==> src/rtl/dmem_arbiter.sv <==
`default_nettype none
// +----------------------------------------------------------------------------+
// | Module      : dmem_arbiter                                                 |
// | Description : Round-robin arbiter sharing one data-memory port between the |
// |               CPU load/store path and the UART loader, with capped loader  |
// |               burst ownership and owner-tagged read return.                |
// | Revision    : 1.0  initial release                                         |
// +----------------------------------------------------------------------------+
module dmem_arbiter #(
    parameter int ADDR_W    = 14,
    parameter int DATA_W    = 32,
    parameter int RD_LAT    = 1,
    parameter int MAX_BURST = 16
) (
    input  logic              clk,
    input  logic              rst,
    input  logic              cpu_req,
    input  logic              cpu_we,
    input  logic [ADDR_W-1:0] cpu_addr,
    input  logic [DATA_W-1:0] cpu_wdata,
    output logic              cpu_gnt,
    output logic              cpu_stall,
    output logic              cpu_rvalid,
    output logic [DATA_W-1:0] cpu_rdata,
    input  logic              ld_req,
    input  logic              ld_lock,
    input  logic              ld_we,
    input  logic [ADDR_W-1:0] ld_addr,
    input  logic [DATA_W-1:0] ld_wdata,
    output logic              ld_gnt,
    output logic              ld_rvalid,
    output logic [DATA_W-1:0] ld_rdata,
    output logic              mem_en,
    output logic              mem_we,
    output logic [ADDR_W-1:0] mem_addr,
    output logic [DATA_W-1:0] mem_wdata,
    input  logic [DATA_W-1:0] mem_rdata
);

    localparam int                 c_CNT_W   = $clog2(MAX_BURST + 1);
    localparam logic [c_CNT_W-1:0] c_MAX     = c_CNT_W'(MAX_BURST);
    localparam logic [c_CNT_W-1:0] c_ONE     = c_CNT_W'(1);
    localparam logic               c_OWN_CPU = 1'b0;
    localparam logic               c_OWN_LD  = 1'b1;

    typedef enum logic [0:0] {
        ST_ARB   = 1'b0,
        ST_BURST = 1'b1
    } state_t;

    state_t               r_state;
    logic                 r_last;
    logic [c_CNT_W-1:0]   r_burst_cnt;

    logic                 w_cpu_gnt;
    logic                 w_ld_gnt;
    logic                 w_burst_room;
    logic                 w_push_vld;
    logic                 w_push_own;
    logic                 w_ret_vld;
    logic                 w_ret_own;

    assign w_burst_room = (r_burst_cnt < c_MAX);

    // Grants are decided in the request cycle; reset forces every grant low.
    always_comb begin
        w_cpu_gnt = 1'b0;
        w_ld_gnt  = 1'b0;
        if (rst) begin
            if (r_state == ST_BURST) begin
                if (ld_req && (w_burst_room || !cpu_req)) begin
                    w_ld_gnt = 1'b1;
                end else if (cpu_req) begin
                    w_cpu_gnt = 1'b1;
                end
            end else begin
                if (cpu_req && ld_req) begin
                    if (r_last == c_OWN_LD) begin
                        w_cpu_gnt = 1'b1;
                    end else begin
                        w_ld_gnt = 1'b1;
                    end
                end else begin
                    w_cpu_gnt = cpu_req;
                    w_ld_gnt  = ld_req;
                end
            end
        end
    end

    always_ff @(posedge clk or negedge rst) begin
        if (!rst) begin
            r_state     <= ST_ARB;
            r_last      <= c_OWN_LD;
            r_burst_cnt <= '0;
        end else begin
            if (w_cpu_gnt) begin
                r_last <= c_OWN_CPU;
            end else if (w_ld_gnt) begin
                r_last <= c_OWN_LD;
            end

            case (r_state)
                ST_ARB: begin
                    if (w_ld_gnt && ld_lock) begin
                        r_state     <= ST_BURST;
                        r_burst_cnt <= c_ONE;
                    end
                end
                ST_BURST: begin
                    if (!ld_lock) begin
                        r_state     <= ST_ARB;
                        r_burst_cnt <= '0;
                    end else if (w_ld_gnt) begin
                        if (w_burst_room) begin
                            r_burst_cnt <= r_burst_cnt + c_ONE;
                        end
                    end else if (w_cpu_gnt && ld_req) begin
                        // CPU took its turn while the loader was waiting: budget renews.
                        r_burst_cnt <= '0;
                    end
                end
                default: begin
                    r_state     <= ST_ARB;
                    r_burst_cnt <= '0;
                end
            endcase
        end
    end

    assign cpu_gnt   = w_cpu_gnt;
    assign ld_gnt    = w_ld_gnt;
    assign cpu_stall = rst & cpu_req & ~w_cpu_gnt;
    assign mem_en    = w_cpu_gnt | w_ld_gnt;

    always_comb begin
        mem_we    = 1'b0;
        mem_addr  = '0;
        mem_wdata = '0;
        if (w_cpu_gnt) begin
            mem_we    = cpu_we;
            mem_addr  = cpu_addr;
            mem_wdata = cpu_wdata;
        end else if (w_ld_gnt) begin
            mem_we    = ld_we;
            mem_addr  = ld_addr;
            mem_wdata = ld_wdata;
        end
    end

    assign w_push_vld = mem_en & ~mem_we;
    assign w_push_own = w_ld_gnt ? c_OWN_LD : c_OWN_CPU;

    // Owner tags travel alongside the memory latency so data lands on its issuer.
    generate
        if (RD_LAT == 1) begin : g_tag_single
            logic r_vld;
            logic r_own;

            always_ff @(posedge clk or negedge rst) begin
                if (!rst) begin
                    r_vld <= 1'b0;
                    r_own <= c_OWN_CPU;
                end else begin
                    r_vld <= w_push_vld;
                    r_own <= w_push_own;
                end
            end

            assign w_ret_vld = r_vld;
            assign w_ret_own = r_own;
        end else begin : g_tag_multi
            logic [RD_LAT-1:0] r_vld;
            logic [RD_LAT-1:0] r_own;

            always_ff @(posedge clk or negedge rst) begin
                if (!rst) begin
                    r_vld <= '0;
                    r_own <= '0;
                end else begin
                    r_vld <= {r_vld[RD_LAT-2:0], w_push_vld};
                    r_own <= {r_own[RD_LAT-2:0], w_push_own};
                end
            end

            assign w_ret_vld = r_vld[RD_LAT-1];
            assign w_ret_own = r_own[RD_LAT-1];
        end
    endgenerate

    assign cpu_rvalid = w_ret_vld & (w_ret_own == c_OWN_CPU);
    assign ld_rvalid  = w_ret_vld & (w_ret_own == c_OWN_LD);
    assign cpu_rdata  = cpu_rvalid ? mem_rdata : '0;
    assign ld_rdata   = ld_rvalid  ? mem_rdata : '0;

endmodule
`default_nettype wire
==> config.mk <==
export PLATFORM = sky130hd
export DESIGN_NAME = dmem_arbiter
export DESIGN_NICKNAME = d
export VERILOG_FILES = /design/src/rtl/dmem_arbiter.sv
export SDC_FILE = /design/constraint.sdc
export NUM_CORES = 1
export LEC_CHECK = 0
export BUFFER_PORTS_ARGS = -buffer_cell sky130_fd_sc_hd__buf_2
export CORE_AREA = 3 3 95 97
export CTS_CLUSTER_DIAMETER = 30
export DETAILED_ROUTE_END_ITERATION = 8
export DIE_AREA = 0 0 98 100
export PLACE_DENSITY = 0.59
export SETUP_SLACK_MARGIN = 0.1
export SLEW_MARGIN = 20
export SYNTH_ARGS = -nofsm -noshare
export SYNTH_HDL_FRONTEND = slang
export SYNTH_SLANG_ARGS = --single-unit
==> constraint.sdc <==
create_clock -name clk -period 4.55 [get_ports clk]
set_clock_uncertainty 0.1 [all_clocks]
set_input_delay 0.455 -clock clk [delete_from_list [all_inputs] [get_ports clk]]
set_output_delay 0.455 -clock clk [all_outputs]
set_load 0.005 [all_outputs]
### After elaboration in Yosys (flattened, before gate mapping)

Cells that the tools add are included.
W data, S select, Z words.

| word-level totals | value |
|---|---|
| RAM bits | 0 |
| memories kept | 0 |
| bits in latches | 0 |
| logic and storage cells | 59 |
| bits in registers | 9 |
| ROM bits | 0 |
| input port bits | 131 |
| output and inout bits | 117 |

| cells by class | value |
|---|---|
| shift operators | 0 |
| divide/modulo/power cells | 0 |
| add/sub/neg operators | 1 |
| multipliers | 0 |
| order comparisons | 1 |
| bitwise logic cells | 10 |
| reductions and logical operators | 8 |
| mux-type cells | 31 |
| equality and inequality tests | 3 |

Operators by type and width:

| operator | number |
|---|---|
| $mux W32 | 4 |
| $mux W14 | 2 |
| $mux W5 | 5 |
| $mux W1 | 18 |
| $pmux W5 S2 | 1 |
| $add A5 B1 Y5 const B | 1 |
| $and A1 B1 Y1 | 5 |
| $lt A5 B5 Y1 const B | 1 |
| $logic_and A1 B1 Y1 | 4 |
| $ne A4 B2 Y1 const B | 1 |
| $ne A4 B3 Y1 const B | 1 |
| $not A1 Y1 | 4 |
| $reduce_and A3 Y1 | 1 |
| $ne A2 B2 Y1 const B | 1 |
| $pmux W1 S2 | 1 |
| $reduce_bool A2 Y1 | 1 |
| $logic_not A1 Y1 | 1 |
| $logic_or A1 B1 Y1 | 1 |
| $or A1 B1 Y1 | 1 |

### Logic depth before layout (Yosys ltp)

Gate-level depths: netlist of run 1.

| depth | value |
|---|---|
| word-level depth | 11 |
| gate-level depth with buffers | 5 |
| depth with buffers taken out | 5 |

### Worst setup path after synthesis of run 1

OpenSTA, ideal clock, no wires.

| timing | value |
|---|---|
| path type | reg2out |
| start point | register r_state |
| end point | output port mem_addr[0] |
| stages on the path, launching flop included | 6 |
| required time | 3.995 ns |
| buffers on the path | 2 |
| setup slack | 2.516 ns |
| data arrival time | 1.479 ns |
| cell sequence | dfrtp_1 mux2_4 o211a_4 buf_6 buf_6 a22o_1 |

| between the ends | value |
|---|---|
| word-level cells in the longest chain between the ends | 4 |
| elaborated cells on any way between the ends | 6 |
| classes of those cells | mux: 6 |

RTL lines:

| item | RTL line | source |
|---|---|---|
| from (decl) | 51 | `state_t r_state;` |
| from (signal assigned) | 93 | `r_state <= ST_ARB;` |
| from (signal assigned) | 106 | `r_state <= ST_BURST;` |
| from (signal assigned) | 112 | `r_state <= ST_ARB;` |
| $mux W1 | 70 | `if (r_state == ST_BURST) begin` |
| $mux W1 | 69 | `if (rst) begin` |
| $mux W14 | 144 | `end else if (w_ld_gnt) begin` |
| $mux W14 * | 140 | `if (w_cpu_gnt) begin` |
| to (decl) | 35 | `output logic [ADDR_W-1:0] mem_addr,` |

Every way passes the cells marked *; elsewhere a longest branch is shown, timed or not.

### Final worst setup path of run 1

| timing | value |
|---|---|
| start point | input port rst |
| end point | output port mem_addr[6] |

| between the ends | value |
|---|---|
| word-level cells in the longest chain between the ends | 3 |
| elaborated cells on any way between the ends | 4 |
| classes of those cells | mux: 4 |

RTL lines:

| item | RTL line | source |
|---|---|---|
| from (decl) | 16 | `input logic rst,` |
| $mux W1 | 69 |  |
| $mux W14 | 144 |  |
| $mux W14 * | 140 |  |

Marked as above.

==> results of run 1 <==
-- cell usage in the layout (no fill, tap or decap) --
| cell type | instances |
|---|---|
| o211ai_1 | 2 |
| xnor2_1 | 1 |
| and3_1 | 32 |
| dfstp_2 | 1 |
| nor3b_1 | 2 |
| dlygate4sd3_1 | 1 |
| dfrtp_1 | 8 |
| buf_2 | 247 |
| a21o_1 | 1 |
| o31ai_1 | 1 |
| a21bo_2 | 1 |
| o211a_4 | 1 |
| buf_16 | 1 |
| nor2b_1 | 3 |
| clkbuf_1 | 1 |
| or4_1 | 1 |
| nand4b_1 | 1 |
| nand4_1 | 1 |
| or2_2 | 1 |
| clkbuf_8 | 3 |
| o21a_1 | 1 |
| a31oi_1 | 1 |
| o21ai_0 | 3 |
| a22o_1 | 48 |
| a21oi_4 | 1 |
| and2_1 | 33 |
| nand3_1 | 3 |
| a21boi_0 | 1 |
| mux2_4 | 1 |
| ha_1 | 1 |
| a211oi_1 | 1 |
| nand2_1 | 4 |
| nor2_1 | 7 |
| inv_1 | 1 |
| buf_4 | 2 |
-- worst max-delay path, cell delays in order --
cell and delay [ns]:
dlygate4sd3_1 0.53, buf_2 0.28, nand2_1 0.17, a21oi_4 0.45, buf_16 0.25, a22o_1 0.19
buf_2 0.12
-- area by class of cell --
type | instances | area (µm²)
clock buffers | 4 | 45.0
fillers | 922 | 5420
inverters | 1 | 3.75
flip-flops and latches | 9 | 226
well taps | 105 | 131
repair buffers | 251 | 1290
multi-input cells | 153 | 1100
-- power groups by stage --
| stage | clock network (mW) | registers [mW] | logic, mW |
|---|---|---|---|
| after floorplan | 0 | 0.0991 | 0.122 |
| after global placement | 0 | 0.111 | 0.250 |
| after detailed placement | 0 | 0.112 | 0.254 |
| after CTS | 0.0920 | 0.111 | 0.255 |
| after global routing | 0.0973 | 0.113 | 0.281 |
| final | 0.0913 | 0.110 | 0.255 |
-- layer usage --
metal	routed length [µm]	global-route usage, %	up-vias	share of wire (%)
li1	-	-	1161	-
met4	54	2.77	2	0.69
met3	999	4.24	6	13
met1	2950	17.3	1016	37
met5	13	0	-	0.17
met2	3860	25.5	161	49
-- cells by family (layout without fill, tap and decap cells) --
kind of cell / after synthesis / in the layout / synth area share, %
adders and majority gates: 1 / 1 / 0.869
AOI/OAI and AO/OA: 62 / 62 / 36.8
xor gates and xnor gates: 1 / 1 / 0.608
muxes: 1 / 1 / 1.04
DFF: 9 / 9 / 15.7
buffers and inverters: 21 / 256 / 8.43
and+or+nand+nor: 88 / 88 / 36.5
-- sequential cells by signal, summed over array words and instances, names as in the netlist --
register / flops
r_state: 1
r_burst_cnt: 5
r_last: 1
g_tag_single.r_own: 1
g_tag_single.r_vld: 1
-- worst paths after layout --
kind,startpoint,end,slack [ns],cells after the start
min in group asynchronous,rst,g_tag_single.r_vld$_DFF_PN0_,0.54,2
min reg2reg,r_last$_DFFE_PN1P_,r_last$_DFFE_PN1P_,0.41,2
max,rst,mem_addr[6],1.54,7
max reg2reg,r_state$_DFF_PN0_,g_tag_single.r_vld$_DFF_PN0_,2.61,4
min,ld_lock,r_state$_DFF_PN0_,0.40,2
max in group asynchronous,rst,r_last$_DFFE_PN1P_,3.53,2
-- cells in the mapped netlist, types with 2 or more instances --
master,n
nor3b_1,2
buf_4,2
buf_6,4
a22o_1,48
o211ai_1,2
nand2_1,4
and2_1,33
clkbuf_1,9
nand3_1,3
and3_1,32
o21ai_0,3
dfrtp_1,8
nor2b_1,3
buf_2,4
nor2_1,7
-- metrics by stage --
stage | area, µm² | util [%] | power, mW
after floorplan | 1440 | - | 0.221
after global placement | 2710 | 33.0 | 0.361
after detailed placement | 2710 | 33.0 | 0.366
after CTS | 2770 | 33.7 | 0.458
after global routing | 2800 | 34.0 | 0.491
final | 2800 | 34.0 | 0.456
==> impl_metrics.json, run 1 <==
{
  "core-area_um2": 8220,
  "grt_remaining_overflow": 0,
  "dp.cells": 517,
  "crit_path_end_kind": "primary output",
  "gp_congestion": 0.792,
  "status": "finished, final reports clean",
  "cts.repair.resized": 0,
  "min_period_over_period_pct": 66.1,
  "combPwrFrac_pct": 55.8,
  "hold_buffers": 1,
  "p_seq_share_pct": 24.2,
  "finalHoldViolations": 0,
  "ant_nets": 0,
  "timing.final.ws_setup_ns": 1.54,
  "hold_path_class": "in2reg",
  "grt_pass1_vias": 2156,
  "antenna_found_initial": 1,
  "wl_mm": 7.88,
  "wl_per_cell_um": 15.1,
  "fin_nets": 551,
  "worstMarginPinSlew_ns": 0.773,
  "port_buffers": 247,
  "dieArea_um2": 9800,
  "synth_area_per_cell_um2": 7.87,
  "cts.sinks": 9,
  "start_util_pct": 17.5,
  "post-cts-setup-buffers": 0,
  "rsz0062_at_grt": "no",
  "power_density_nw_per_um2": 163,
  "die_w_um": 98,
  "synth-edff-count": 0,
  "synthCells": 183,
  "track_usage_pct": 14.4,
  "num_io_pins": 248,
  "crit_path_start_kind": "input pin",
  "drv_cap": 0,
  "first_pass_iters": 4,
  "syn_to_final_growth_pct": 94.1,
  "cts.clk_slew.worst_paths_ns": 0.05,
  "numCtsBuffers": 3,
  "synth_area_leaders": "a22o_1 29%, and2_1 14%, and3_1 14%",
  "diodes": 0,
  "yosysWarnings": 0,
  "worstPathRequired_ns": 3.99,
  "async_flop_share_pct": 100,
  "via_per_inst": 4.49,
  "p_sw_uw": 166,
  "netlist.top_cell.by_area": "a22o_1",
  "cts_buffer_depth": 2,
  "tns_ns": 0,
  "synth-seq-cells": 9,
  "crit_type": "in2out",
  "grt_pass1_wl_mm": 11.4,
  "synth.distinct_cells": 34,
  "cts-root-buf": "clkbuf_8",
  "arrival_ns": 2.45,
  "vdd_ir_drop_max_mv": 0.101,
  "max_freq_mhz": 332,
  "htree_levels": 1,
  "num_rows": 33,
  "syn_nets": 315,
  "period_minus_slack_ns": 3.01,
  "instances_no_fill": 523,
  "drcViolationCount": 0,
  "leakage_nw": 1.84,
  "drive_gt1_share_pct": 62.0,
  "syn_area_um2": 1440,
  "cp_max_fo": 35,
  "setup_viol": 0,
  "pwr-share-clk_pct": 20.0,
  "vias": 2346,
  "dp_hpwl_mm": 6.74,
  "place_ws_ns": 1.64,
  "hold_slack_ns": 0.395,
  "ys.flop_type": "dfrtp_1",
  "yosysSeqAreaShare_pct": 15.7,
  "clk_latency_ns": 0.23,
  "max_slew_margin_pct": 48.5,
  "switching_share_pct": 36.3,
  "grt_max_degree": 51,
  "initialDrtViolationCount": 71,
  "cts_tree": "done",
  "slew_viol_final": 0,
  "synth_top_area_share_pct": 29.2,
  "p_int_uw": 291,
  "die_h_um": 100
}
Power figures use the tool's default switching activity.
==> run 2: changes to the inputs <==
==> constraint.sdc (replaced) <==
create_clock -name clk -period 3.1 [get_ports clk]
set_clock_uncertainty 0.1 [all_clocks]
set_input_delay 0.31 -clock clk [delete_from_list [all_inputs] [get_ports clk]]
set_output_delay 0.31 -clock clk [all_outputs]
set_load 0.005 [all_outputs]
==> impl_metrics.json, run 2 (synthesized netlist as in run 1, its figures left out) <==
{
  "status": "finished, final reports clean",
  "grt_pass1_vias": 2235,
  "start_util_pct": 17.5,
  "final_common_cell": "buf_2",
  "slew_viol_final": 0,
  "wl_mm": 7.60,
  "rsz0062_at_grt": "no",
  "worstPathRequired_ns": 2.69,
  "cp_common_cell": "buf_2",
  "worst_path_max_delay_cell": "dlygate4sd3_1",
  "die_h_um": 100,
  "wl_per_cell_um": 14.5,
  "vias": 2351,
  "drcViolationCount": 0,
  "htree_levels": 1,
  "crit_path_end_kind": "primary output",
  "cp_num_buf_inv": 4,
  "fin_nets": 552,
  "gp_congestion": 0.832,
  "cts-root-buf": "clkbuf_8",
  "dieArea_um2": 9800,
  "rr_startpoint": "r_state$_DFF_PN0_",
  "clk_latency_ns": 0.23,
  "arrival_ns": 2.36,
  "drv_cap": 0,
  "cts_tree": "done",
  "num_rows": 33,
  "cts.sinks": 9,
  "first_pass_iters": 4,
  "grt_remaining_overflow": 0,
  "finalHoldViolations": 0,
  "crit_path_cell_trace": "dlygate4sd3_1 > buf_2 > nand2_1 > a21oi_4 > buf_4 > a22o_1 > buf_2",
  "setup_viol": 0,
  "max_freq_mhz": 361,
  "p_total_uw": 661,
  "syn_to_final_growth_pct": 93.2,
  "worst_hold_path.endpoint": "r_state$_DFF_PN0_",
  "ant_nets": 0,
  "core-area_um2": 8220,
  "worstMarginPinSlew_ns": 0.525,
  "cp_top_family": "buffers and inverters",
  "regMostFlops": "r_burst_cnt",
  "cts.clk_slew.worst_paths_ns": 0.04,
  "diodes": 0,
  "numCtsBuffers": 3,
  "leakage_nw": 1.84,
  "r2r_slack_ns": 1.17,
  "placed_area_um2": 2730,
  "port_buffers": 247,
  "hold_slack_ns": 0.256,
  "antenna_found_initial": 0,
  "grt_pass1_wl_mm": 11.3,
  "track_usage_pct": 13.9,
  "num_io_pins": 248,
  "largest_reg_flops": 5,
  "fillers": 903,
  "power_density_nw_per_um2": 238,
  "cts_buffer_depth": 2,
  "period_minus_slack_ns": 2.77,
  "max_slew_margin_pct": 65.0,
  "rr_endpoint": "g_tag_single.r_vld$_DFF_PN0_",
  "initialDrtViolationCount": 45,
  "min_period_over_period_pct": 89.4,
  "dp_hpwl_mm": 6.50,
  "hold_path_class": "in2reg",
  "crit_type": "in2out",
  "post-cts-setup-buffers": 0,
  "ff2ff_path_depth": 4,
  "die_w_um": 98,
  "min_path_cells": 2,
  "final_area_um2": 2780,
  "holdCritStartpoint": "ld_lock",
  "vdd_ir_drop_max_mv": 0.131,
  "cp_max_fo": 52,
  "tns_ns": 0,
  "crit_path_start_kind": "input pin",
  "crit_path_max_incr_delay_ns": 0.52,
  "via_per_inst": 4.49,
  "drive_gt1_share_pct": 62.1,
  "layout_common_cells": "247 x buf_2, 48 x a22o_1, 33 x and2_1, 32 x and3_1, 8 x dfrtp_1",
  "grt_max_degree": 53
}
[run 2: changes by cell type in the layout (fill, tap and decap cells not counted), sizes merged]
cell	delta
buf	+1
[run 2: worst register-to-register path: cells and delay by family (launching register included)]
| kind | cells | cell delay (ns) |
|---|---|---|
| and+or+nand+nor | 2 | 0.50 |
| muxes | 1 | 0.36 |
| DFF | 1 | 0.45 |
| AOI/OAI and AO/OA | 1 | 0.41 |
[run 2: where the power goes]
group / internal (mW) / total (mW) / leakage (nW) / switching (mW)
clock: 0.0892 / 0.131 / 0.0228 / 0.0417
combinational: 0.202 / 0.385 / 1.70 / 0.183
sequential: 0.133 / 0.145 / 0.117 / 0.0123
[run 2: timing repair]
| action | 4_1_cts | 5_1_grt |
|---|---|---|
| hold endpoints to repair | 8 | 0 |
| hold buffers | 1 | 0 |
| resized for setup | 0 | 0 |
[run 2: layout make-up]
| type | count | area [µm²] | area share [%] |
|---|---|---|---|
| timing repair buffer | 252 | 1280 | 45.9 |
| multi-input combinational | 153 | 1100 | 39.5 |
| sequential | 9 | 226 | 8.14 |
| tap | 105 | 131 | 4.72 |
| clock buffer | 4 | 45.0 | 1.62 |
| inverter | 1 | 3.75 | 0.135 |
[run 2: worst max path at each step]
stage | start | to | slack [ns] | cells after the start
after global placement | r_state$_DFF_PN0_ | mem_wdata[19] | 0.91 | 5
final | rst | mem_wdata[19] | 0.33 | 7
after detailed placement | r_state$_DFF_PN0_ | mem_wdata[19] | 0.86 | 5
after floorplan | r_state$_DFF_PN0_ | mem_addr[0] | 1.21 | 5
after global routing | rst | mem_wdata[19] | 0.15 | 7
after CTS | rst | mem_wdata[19] | 0.34 | 7
[run 2: per-stage QoR]
step | utilization (%) | std cells | setup WS, ns
after global placement | 33.2 | 519 | 0.907
after CTS | 33.9 | 524 | 0.343
after floorplan | - | 183 | 1.21
after global routing | 33.9 | 524 | 0.155
final | 33.9 | 524 | 0.329
after detailed placement | 33.2 | 519 | 0.864
[run 2: per-layer routing]
metal / part of all wire, % / GRT usage, %
met5: 0 / 0
met4: 0.76 / 1.70
met3: 11 / 3.27
met2: 50 / 25.7
met1: 38 / 16.9
==> run 3: changes to the inputs <==
--- a/config.mk
+++ b/config.mk
@@ -5,12 +5,13 @@
 export SDC_FILE = /design/constraint.sdc
 export NUM_CORES = 1
 export LEC_CHECK = 0
+export ABC_AREA = 1
 export BUFFER_PORTS_ARGS = -buffer_cell sky130_fd_sc_hd__buf_2
 export CORE_AREA = 3 3 95 97
 export CTS_CLUSTER_DIAMETER = 30
 export DETAILED_ROUTE_END_ITERATION = 8
 export DIE_AREA = 0 0 98 100
-export PLACE_DENSITY = 0.59
+export PLACE_DENSITY = 0.61
 export SETUP_SLACK_MARGIN = 0.1
 export SLEW_MARGIN = 20
 export SYNTH_ARGS = -nofsm -noshare
==> constraint.sdc (replaced) <==
create_clock -name clk -period 2.5 [get_ports clk]
set_clock_uncertainty 0.1 [all_clocks]
set_input_delay 0.25 -clock clk [delete_from_list [all_inputs] [get_ports clk]]
set_output_delay 0.25 -clock clk [all_outputs]
set_load 0.005 [all_outputs]
==> impl_metrics.json, run 3 <==
{
  "syn_to_final_growth_pct": 96.4,
  "wl_per_cell_um": 12.2,
  "fin_util_pct": 34.1,
  "synth.distinct_cells": 22,
  "grt_pass1_wl_mm": 10.7,
  "die_w_um": 98,
  "synth-edff-count": 0,
  "initialDrtViolationCount": 47,
  "num_rows": 33,
  "status": "finished, final reports clean",
  "finalHoldViolations": 0,
  "ant_nets": 0,
  "cts-root-buf": "clkbuf_8",
  "final_common_cell": "buf_2",
  "regArea_um2": 226,
  "regMostFlops": "r_burst_cnt",
  "cts_tree": "done",
  "synthCells": 241,
  "worstMarginPinSlew_ns": 0.901,
  "dieArea_um2": 9800,
  "netlist.top_cell.by_area": "a22o_1",
  "crit_path_end_kind": "primary output",
  "drive_gt1_share_pct": 54.2,
  "vias": 2483,
  "min_period_over_period_pct": 88.7,
  "first_pass_iters": 4,
  "period_minus_slack_ns": 2.22,
  "largest_reg_flops": 5,
  "crit_path_start_kind": "input pin",
  "cts.clk_slew.worst_paths_ns": 0.04,
  "p_total_uw": 949,
  "synth-seq-cells": 9,
  "synth_top_area_share_pct": 28.2,
  "async_flop_share_pct": 100,
  "hold_path_class": "in2reg",
  "timing.final.ws_setup_ns": 0.283,
  "post-cts-setup-buffers": 0,
  "hold_slack_ns": 0.222,
  "worstPathRequired_ns": 2.15,
  "start_util_pct": 17.4,
  "drv_cap": 0,
  "syn_area_um2": 1430,
  "yosysSeqAreaShare_pct": 15.9,
  "yosysWarnings": 0,
  "ys.flop_type": "dfrtp_1",
  "htree_levels": 1,
  "slew_viol_final": 0,
  "num_io_pins": 248,
  "synth_common_cells": "73 x nor2_1, 46 x a22o_1, 43 x inv_1",
  "synth_area_leaders": "a22o_1 28%, nor2_1 19%, dfrtp_1 14%",
  "rsz0062_at_grt": "no",
  "dp_hpwl_mm": 6.06,
  "arrival_ns": 1.87,
  "grt_remaining_overflow": 0,
  "drcViolationCount": 0,
  "tns_ns": 0,
  "vdd_ir_drop_max_mv": 0.230,
  "setup_viol": 0,
  "cts_buffer_depth": 2,
  "place_ws_ns": 0.524,
  "clk_latency_ns": 0.23,
  "antenna_found_initial": 0,
  "fillers": 898,
  "ff2ff_path_depth": 9,
  "synth_most_common_cell": "nor2_1",
  "grt_pass1_vias": 2276,
  "via_per_inst": 4.24,
  "max_slew_margin_pct": 39.9,
  "syn_nets": 373,
  "port_buffers": 247,
  "max_freq_mhz": 451,
  "min_path_cells": 3,
  "diodes": 0,
  "r2r_slack_ns": 0.70,
  "wl_mm": 7.11,
  "fin_nets": 613,
  "core-area_um2": 8220,
  "track_usage_pct": 12.7,
  "gp_congestion": 0.737,
  "layout_common_cells": "247 x buf_2, 73 x nor2_1, 46 x a22o_1, 43 x inv_1, 27 x nand2_1",
  "grt_max_degree": 56,
  "multi_input_area_um2": 938,
  "crit_type": "in2out",
  "cp_max_fo": 49,
  "numCtsBuffers": 3,
  "leakage_nw": 1.96,
  "die_h_um": 100,
  "synth_area_per_cell_um2": 5.92,
  "power_density_nw_per_um2": 339,
  "cts.sinks": 9
}
run 3: power breakdown:
part           switching [mW]  internal, mW
Combinational           0.301         0.295
Clock                  0.0551         0.111
Sequential             0.0182         0.168
Total                   0.374         0.574
run 3: worst paths after layout:
kind | startpoint | endpoint
max | rst | mem_wdata[1]
min | ld_lock | r_state$_DFF_PN0_
max reg2reg | r_state$_DFF_PN0_ | r_burst_cnt[1]$_DFFE_PN0P_
min reg2reg | r_last$_DFFE_PN1P_ | r_last$_DFFE_PN1P_
max in group asynchronous | rst | r_state$_DFF_PN0_
min in group asynchronous | rst | r_last$_DFFE_PN1P_
run 3: logic make-up after synthesis:
group	count (synthesis)	synth area share [%]
adders and majority gates	1	0.877
xor gates and xnor gates	3	1.84
DFF	9	15.9
and+or+nand+nor	116	32.6
buffers and inverters	61	18.3
AOI/OAI and AO/OA	51	30.4
run 3: metal layers:
metal	routed length, µm	up-vias	track usage (%)
met2	3560	145	22.9
met1	2830	1080	16.3
met3	708	2	2.29
li1	-	1256	-
met5	0	-	0
met4	15	0	1.60
run 3: area by class of cell:
cell class | count | share of cell area, %
well taps | 105 | 4.69
clock buffers | 4 | 1.61
flip-flops and latches | 9 | 8.08
inverters | 44 | 5.90
repair buffers | 252 | 46.2
multi-input cells | 171 | 33.5
run 3: worst max-delay path: stages:
cell,delay [ns]
dlygate4sd3_1,0.52
buf_2,0.15
nand2_1,0.08
inv_1,0.09
nand2_2,0.08
inv_2,0.06
buf_6,0.29
a22o_1,0.20
buf_2,0.12
run 3: per-stage QoR:
stage,instances,instance area [µm²]
after floorplan,241,1430
after global routing,585,2800
after global placement,579,2730
final,585,2800
after CTS,585,2800
after detailed placement,579,2730
run 3: timing repair:
action	4_1_cts	5_1_grt
hold endpoints to repair	8	0
hold buffers	2	0
endpoints found under the setup margin	0	47
gates resized for setup	0	1
